--- config.mk ---
export PLATFORM = sky130hd
export DESIGN_NAME = contador_lector
export DESIGN_NICKNAME = d
export VERILOG_FILES = /design/src/rtl/contador_lector.sv
export SDC_FILE = /design/constraint.sdc
export NUM_CORES = 1
export LEC_CHECK = 0
export BUFFER_PORTS_ARGS = -buffer_cell sky130_fd_sc_hd__buf_2
export CORE_ASPECT_RATIO = 0.6
export CORE_MARGIN = 5
export CORE_UTILIZATION = 35
export DETAILED_ROUTE_END_ITERATION = 12
export GPL_TIMING_DRIVEN = 0
export SLEW_MARGIN = 40
export SYNTH_ARGS = -nofsm -noshare
export SYNTH_HDL_FRONTEND = slang
export SYNTH_SLANG_ARGS = --single-unit
--- constraint.sdc ---
create_clock -name clk -period 2.05 [get_ports clk]
set_input_delay 0.1025 -clock clk [delete_from_list [all_inputs] [get_ports clk]]
set_output_delay 0.1025 -clock clk [all_outputs]
set_load 0.01 [all_outputs]
--- src/rtl/contador_lector.sv ---
// Read-out initiator for the per-FIFO pop counters: walks idx over every counter
// with a req/valid handshake, captures each cuenta, sums them and flags silent indices.
module contador_lector #(
   parameter int FIFO_UNITS = 4,
   parameter int INDEX      = 2,
   parameter int CNT_W      = 5,
   parameter int TIMEOUT    = 8
) (
   input  logic                        clk,
   input  logic                        reset,
   input  logic                        start,
   input  logic                        IDLE,
   input  logic                        valid,
   input  logic [CNT_W-1:0]            cuenta,
   output logic                        req,
   output logic [INDEX-1:0]            idx,
   output logic [FIFO_UNITS*CNT_W-1:0] conteos,
   output logic [CNT_W+INDEX-1:0]      total,
   output logic [FIFO_UNITS-1:0]       err,
   output logic                        busy,
   output logic                        done,
   output logic                        abort
);

   localparam int TW = $clog2(TIMEOUT + 1);

   typedef enum logic [1:0] {
      ST_REPOSO,
      ST_REQ,
      ST_GAP,
      ST_DONE
   } state_t;

   state_t          state;
   state_t          state_nxt;
   logic [TW-1:0]   tcnt;
   logic            expired;
   logic            last_idx;
   logic            launch;

   // expired marks the TIMEOUT-th request cycle; a valid in that same cycle still wins
   assign expired  = (tcnt == TW'(TIMEOUT - 1));
   assign last_idx = (idx == INDEX'(FIFO_UNITS - 1));
   assign launch   = start && IDLE;

   always_ff @(posedge clk or posedge reset) begin
      if (reset) begin
         state <= ST_REPOSO;
      end else begin
         state <= state_nxt;
      end
   end

   always_comb begin
      state_nxt = state;
      req       = 1'b0;
      busy      = 1'b0;
      done      = 1'b0;
      case (state)
         ST_REPOSO: begin
            if (launch) begin
               state_nxt = ST_REQ;
            end
         end
         ST_REQ: begin
            req  = 1'b1;
            busy = 1'b1;
            if (!IDLE) begin
               state_nxt = ST_REPOSO;
            end else if (valid || expired) begin
               state_nxt = last_idx ? ST_DONE : ST_GAP;
            end
         end
         ST_GAP: begin
            busy = 1'b1;
            if (!IDLE) begin
               state_nxt = ST_REPOSO;
            end else begin
               state_nxt = ST_REQ;
            end
         end
         ST_DONE: begin
            done      = 1'b1;
            state_nxt = ST_REPOSO;
         end
         default: begin
            state_nxt = ST_REPOSO;
         end
      endcase
   end

   // Datapath: captured slices, running sum, error flags, timeout counter, abort pulse
   always_ff @(posedge clk or posedge reset) begin
      if (reset) begin
         idx     <= '0;
         conteos <= '0;
         total   <= '0;
         err     <= '0;
         tcnt    <= '0;
         abort   <= 1'b0;
      end else begin
         abort <= 1'b0;
         case (state)
            ST_REPOSO: begin
               tcnt <= '0;
               if (launch) begin
                  idx   <= '0;
                  total <= '0;
                  err   <= '0;
               end
            end
            ST_REQ: begin
               if (!IDLE) begin
                  abort <= 1'b1;
                  tcnt  <= '0;
               end else if (valid) begin
                  for (int i = 0; i < FIFO_UNITS; i++) begin
                     if (idx == INDEX'(i)) begin
                        conteos[i*CNT_W +: CNT_W] <= cuenta;
                     end
                  end
                  total <= total + {{INDEX{1'b0}}, cuenta};
                  tcnt  <= '0;
               end else if (expired) begin
                  for (int i = 0; i < FIFO_UNITS; i++) begin
                     if (idx == INDEX'(i)) begin
                        conteos[i*CNT_W +: CNT_W] <= '0;
                        err[i]                    <= 1'b1;
                     end
                  end
                  tcnt <= '0;
               end else begin
                  tcnt <= tcnt + 1'b1;
               end
            end
            ST_GAP: begin
               tcnt <= '0;
               if (!IDLE) begin
                  abort <= 1'b1;
               end else begin
                  idx <= idx + 1'b1;
               end
            end
            default: begin
               tcnt <= '0;
            end
         endcase
      end
   end

endmodule
==> metrics.yaml, run 1 <==
logic_synthesis:
  synth_edf_count: 0
  yosysMostFrequentCell: "dfrtp_1"
  yosysUniqueCellTypes: 42
  synth_area_leader_cell: "dfrtp_1"
  synth_area_leaders: "dfrtp_1, ha_1, o2bb2ai_1, nand2_1, a21oi_1"
  postSynthCellCount: 178
  netlist.area_leader.share_pct: 50.22
  synth_area_per_cell_um2: 11.20
  synthArstFlopShare_pct: 100.0
  synth-seq-cells: 40
  synth_warnings: 0
  yosysSeqAreaShare_pct: 50.22
  yosys-top-cells-count: "dfrtp_1, o2bb2ai_1, ha_1, nand2_1, a21oi_1"
  syn-num-nets: 204
  syn_area_mm2: 0.001993
  ys.flop_type: "dfrtp_1"
power:
  power_density_mw_per_mm2: 1460
  p_sw_share_pct: 36.58
  seqPwrFrac_pct: 35.3
  ir_worst_vdd_v: 0.0005057
  p_comb_share_pct: 43.6
  p_switching_mw: 1.317
  leakage_nw: 1.197
  internal_power_mw: 2.284
  clockPowerShare_pct: 21.1
sta:
  hold_violations: 0
  slew_viol_final: 0
  rsz0062_at_grt: "false"
  post-route-min-period_ps: 1890
  fin_skew_ps: 8.133
  maxSlewHeadroom_pct: 66.78
  fmax_mhz: 529.2
  finalCritPeriodShare_pct: 92.18
  setup_viol: 0
  final.setup.tns_ps: 0
  tightest_slew_ps: 498.4
final_layout:
  final_core_util_pct: 44.50
  antenna_cells: 0
  syn2layout_area_growth_pct: 23.79
  filler_cell_count: 545
  num-nets-final: 258
  layout-drive-gt1-share_pct: 29.31
cts:
  post_cts_buffers: 0
  clock_sinks: 40
  clk_latency_ps: 300
  cts_buffers: 5
  clockBufferDepth: 2
  h-tree-depth: 2
  clk_pin_slew_ps: 80
  cts-root-buf: "clkbuf_8"
  tritoncts: "yes"
die:
  die_h_um: 68.46
  start_util_pct: 35.95
  die_x_um: 107.4
  rows: 21
  core-area_mm2: 0.005544
  io_pins: 47
  die_area_mm2: 0.007354
worst_setup_path:
  cp.required_ps: 2230
  end_kind: "flop"
  startpoint_type: "flop"
  arrival_ps: 2070
  path_max_fanout: 3
  critPathKind: "reg -> reg"
detailed_routing:
  via_per_inst: 4.814
  drc: 0
  vias: 1502
  drt.antenna.violating_nets: 0
  wire_per_inst_um: 15.20
  drt_iter0_markers: 61
  first_pass_iters: 4
  routed_wl_um: 4743
grt:
  grt_pass1_wl_um: 7928
  track_usage_pct: 14.28
  antenna_found_initial: 0
  grt_pass1_vias: 1536
  overflow: 0
  grt_max_degree: 41
place:
  io_buffers: 46
  dp_hpwl_um: 3546
  place.gp.congestion: 0.7372
run:
  maxCapViolCount: 0
min_path:
  hold_class: "in -> reg"
outcome:
  outcome: "complete, no violations"
power groups by stage:
| stage | clock (mW) | sequential (mW) | combinational [mW] |
|---|---|---|---|
| floorplan | 0 | 1.40 | 0.931 |
| global placement | 0 | 1.29 | 1.57 |
| detailed placement | 0 | 1.29 | 1.59 |
| CTS | 0.780 | 1.27 | 1.60 |
| global route | 0.814 | 1.32 | 1.79 |
| finish | 0.760 | 1.27 | 1.57 |
cells in the final DEF (no fill, tap or decap), types with 4 or more instances in the layout:
cell and n:
ha_1 14, clkbuf_8 5, buf_2 48, nand3_1 6
a21oi_1 11, dfrtp_1 40, nand2_1 15, nand2b_1 6
o21ai_0 5, nor2_1 9, o2bb2ai_1 20, a22o_1 4
inv_1 8
layout make-up:
type | instances | area, um2 | share of cell area (%)
Buffer | 3 | 17.52 | 0.7099
Clock buffer | 5 | 68.82 | 2.789
Clock inverter | 2 | 60.06 | 2.434
Inverter | 10 | 40.04 | 1.623
Multi-Input combinational cell | 125 | 939.7 | 38.08
Sequential cell | 40 | 1001 | 40.57
Tap cell | 80 | 100.1 | 4.057
Timing Repair Buffer | 47 | 240.2 | 9.736
cells by family (layout without fill, tap and decap cells):
family	count (synthesis)	in the layout	synth area share [%]
fa+ha+maj	16	16	10.42
simple gates	51	51	13.18
buf+inv	13	67	2.762
xor+xnor	4	4	1.758
compound gates	51	51	19.84
mux	3	3	1.820
flops	40	40	50.22
final timing paths:
| path | to | startpoint | cells after the start | slack [ps] |
|---|---|---|---|---|
| min | abort$_DFF_PP0_ | IDLE | 2 | 40 |
| max reg2reg | total[6]$_DFFE_PP0P_ | total[0]$_DFFE_PP0P_ | 7 | 160 |
| max in group asynchronous | conteos[0]$_DFFE_PP0P_ | reset | 3 | 1320 |
| min reg2reg | tcnt[0]$_DFF_PP0_ | tcnt[0]$_DFF_PP0_ | 1 | 480 |
| max | total[6]$_DFFE_PP0P_ | total[0]$_DFFE_PP0P_ | 7 | 160 |
| min in group asynchronous | total[4]$_DFFE_PP0P_ | reset | 3 | 390 |
what timing repair did:
action                                  4_1_cts  5_1_grt
resized for setup                             0        1
hold endpoints to repair                     40        0
hold buffers                                  1        0
endpoints found under the setup margin        0        1
per-layer routing:
layer	vias to the layer above	GRT usage (%)	share of wire [%]
met5	-	0	0
met4	0	4.252	1.1
met3	8	4.618	5.9
met2	30	19.55	39
met1	715	21.16	54
li1	749	-	-
registers in the layout, summed over array words and instances, names as in the netlist:
signal,cells
state,2
err,4
idx,2
total,7
tcnt,4
abort,1
conteos,20
critical path: stages (launching register included):
cell,delay [ps]
dfrtp_1,380
ha_2,200
inv_1,60
fa_1,410
nor2b_1,160
o31a_1,170
o211ai_2,90
mux2_4,300
per-stage QoR:
stage	hold slack, ps	setup slack, ps	area [um2]	instances	power [mW]
final	44.96	160.2	2467	312	3.601
after detailed placement	185.3	163.3	2326	304	2.876
after global placement	356.1	184.4	2323	304	2.855
after floorplan	168.1	233.3	1993	178	2.327
after CTS	41.00	130.9	2465	312	3.651
after global routing	65.49	13.55	2467	312	3.926
No activity file was read; power rests on OpenSTA's default activity.
==> run 2: changes to the inputs <==
- ABC_AREA: unset -> 1
- CORE_UTILIZATION: 35 -> 40
- clock period: 2.05 -> 1.6 ns (I/O delays scaled with it)
==> run 2 against run 1 <==
  * Sequential cell count is the same
  * Die area shrank 9.5%
  * Clock power grew 16%
  * Critical path depth grew 4
  * Largest power group unchanged
  * Via count grew 6.7%
  * Clock-buffer cell count grew 1
  * First-iteration DRC count shrank 18%
  * Core utilization grew 7.5 points
  * Highest routed layer unchanged
==> metrics.yaml, run 2 <==
worst_setup_path:
  cp.required_ps: 1780
  critPathMaxStageDelay_ps: 360
  cp_cell_sequence: "ha_2 -> inv_2 -> fa_2 -> inv_2 -> nand2_2 -> nand2_2 -> nand3_2 -> nand2_2 -> nand3_2 -> nand2_1 -> nor2_1"
  end_kind: "flop"
  arrival_ps: 1760
  cp_top_family: "adder cells"
  rrSetupSlack_ps: 20
  slowest_stage: "dfrtp_1"
  path_max_fanout: 2
  crit_buf_inv: 2
  cp_common_cell: "nand2_2"
  startpoint_type: "flop"
  critPathKind: "reg -> reg"
sta:
  slew_viol_final: 0
  post-route-min-period_ps: 1575
  fmax_mhz: 634.9
  rsz0062_at_grt: "true"
  fin_skew_ps: 8.416
  setup_viol: 0
  tightest_slew_ps: 497.1
  hold_violations: 0
  finalCritPeriodShare_pct: 98.44
  maxSlewHeadroom_pct: 66.86
logic_synthesis:
  netlist.area_leader.share_pct: 49.23
  synth_area_leaders: "dfrtp_1, nand2_1, ha_1, o21ai_0, inv_1"
  synth_warnings: 0
  ys.flop_type: "dfrtp_1"
  yosys-top-cells-count: "nand2_1, dfrtp_1, inv_1, o21ai_0, ha_1"
  yosysUniqueCellTypes: 28
  yosysMostFrequentCell: "nand2_1"
  synth-seq-cells: 40
  synthArstFlopShare_pct: 100.0
  yosysSeqAreaShare_pct: 49.23
  syn_area_mm2: 0.002033
  muxShareOfSynthArea_pct: 0
  postSynthCellCount: 221
  synth-adder-area-share_pct: 10.22
  syn-num-nets: 247
  synth_edf_count: 0
  synth-simple-area-share_pct: 21.85
  synth_area_per_cell_um2: 9.200
  synth_top_family_by_area: "simple AND/OR/NAND/NOR gates"
  synth_compound_area_share_pct: 12.25
  synthXorXnorAreaFrac_pct: 1.292
  synth_area_leader_cell: "dfrtp_1"
place:
  dp_hpwl_um: 3391
  dp_cells: 332
  io_buffers: 45
  place.gp.congestion: 0.7638
  place_area_mm2: 0.002344
cts:
  clockBufferDepth: 2
  clock_sinks: 40
  cts_buffers: 5
  cts-root-buf: "clkbuf_8"
  h-tree-depth: 2
  clk_latency_ps: 300
  clk_pin_slew_ps: 80
  tritoncts: "yes"
final_layout:
  largest_register: "conteos"
  seq_area_mm2: 0.001003
  layout_common_cells: "nand2_1, buf_2, dfrtp_1, o21ai_0, inv_1"
  top_regs: "conteos (20), total (7)"
  num-nets-final: 305
  layout-drive-gt1-share_pct: 33.57
  antenna_cells: 0
  final_cells: 346
  largest_reg_flops: 20
  filler_cell_count: 466
  final_area_mm2: 0.002587
  syn2layout_area_growth_pct: 27.26
  final_common_cell: "nand2_1"
  multi_input_area_um2: 994.7
grt:
  antenna_found_initial: 0
  track_usage_pct: 14.96
  grt_max_degree: 41
  grt_pass1_vias: 1588
  grt_pass1_wl_um: 7659
  overflow: 0
power:
  clockPowerShare_pct: 19.8
  internal_power_mw: 2.626
  p_comb_share_pct: 46.8
  p_switching_mw: 1.833
  leakage_nw: 1.347
  p_sw_share_pct: 41.11
  ir_worst_vdd_v: 0.001011
  power_density_mw_per_mm2: 1723
  seqPwrFrac_pct: 33.4
die:
  io_pins: 47
  die_h_um: 65.23
  die_x_um: 102.0
  start_util_pct: 40.83
  die_area_mm2: 0.006656
  rows: 20
  core-area_mm2: 0.004980
run:
  maxCapViolCount: 0
detailed_routing:
  via_per_inst: 4.633
  wire_per_inst_um: 13.55
  vias: 1603
  routed_wl_um: 4688
  drt.antenna.violating_nets: 0
  drc: 0
  first_pass_iters: 4
  drt_iter0_markers: 50
outcome:
  outcome: "complete, no violations"
min_path:
  hold_class: "in -> reg"
## run 2: changes by cell type in the layout (fill, tap and decap cells not counted), sizes merged, moves of 3 or more
cell | previous run | this run
a22o | 4 | 1
inv | 10 | 25
nand2 | 15 | 61
nand2b | 6 | 0
nand3 | 6 | 10
nor2 | 9 | 13
nor2b | 3 | 0
o21ai | 5 | 30
o2bb2ai | 20 | 0
## run 2: final cells by class
cell class / count / share of cell area, %
flip-flops and latches: 40 / 38.78
well taps: 66 / 3.191
clock inverters: 2 / 1.499
multi-input cells: 155 / 38.44
plain buffers: 1 / 0.4352
repair buffers: 51 / 10.74
inverters: 25 / 3.723
clock buffers: 6 / 3.191
## run 2: power by group through the flow
stage,Combinational [mW],Sequential (mW),Clock [mW]
after floorplan,1.22,1.59,0
after global placement,1.89,1.50,0
after detailed placement,1.91,1.50,0
after CTS,2.00,1.48,0.910
after global routing,2.35,1.53,0.948
final,2.09,1.49,0.884
## run 2: repair_timing
| item | CTS | global route |
|---|---|---|
| gates resized for setup | 9 | 14 |
| hold buffers | 3 | 0 |
| hold endpoints to repair | 43 | 0 |
| buffers inserted | 1 | 2 |
| setup endpoints to repair | 24 | 26 |
| pin swaps | 0 | 3 |
## run 2: final timing paths
check,from,end,depth (start not counted)
min in group asynchronous,reset,conteos[11]$_DFFE_PP0P_,3
max in group asynchronous,reset,state[1]$_DFFE_PP0P_,3
hold / removal,cuenta[2],conteos[2]$_DFFE_PP0P_,3
hold reg to reg,tcnt[0]$_DFF_PP0_,tcnt[0]$_DFF_PP0_,1
setup / recovery,total[0]$_DFFE_PP0P_,total[6]$_DFFE_PP0P_,11
setup reg to reg,total[0]$_DFFE_PP0P_,total[6]$_DFFE_PP0P_,11
## run 2: cells by family (layout without fill, tap and decap cells)
| family | after synthesis | count (layout) |
|---|---|---|
| xor gates and xnor gates | 3 | 3 |
| DFF | 40 | 40 |
| adders and majority gates | 16 | 16 |
| and+or+nand+nor | 91 | 91 |
| buffers and inverters | 26 | 85 |
| AOI/OAI and AO/OA | 45 | 45 |
## run 2: per-stage QoR
step                TNS (ps)  hold WS (ps)  utilization [%]  setup slack (ps)  power (mW)
floorplan                  0         145.6                -             27.72       2.815
global placement      -903.2         301.9            47.01            -80.01       3.392
detailed placement     -1739         158.3            47.06            -130.8       3.410
CTS                        0         134.3            50.85             1.240       4.390
global route          -97.74         159.7            51.96            -89.35       4.827
finish                     0         135.7            51.96             24.93       4.459
## run 2: metal layers
metal / global-route usage (%) / wire length [um] / vias to the layer above
li1: - / - / 833
met4: 4.255 / 51 / 0
met2: 20.55 / 1763 / 34
met3: 4.454 / 266 / 6
met1: 22.48 / 2607 / 730
met5: 0 / 0 / -
## run 2: worst register-to-register path, cell delays in order (launching register included)
cell     delay, ps
dfrtp_1        360
ha_2           190
inv_2           40
fa_2           340
inv_2           60
nand2_2         50
nand2_2         90
nand3_2         80
nand2_2         90
nand3_2         70
nand2_1         60
nor2_1          40
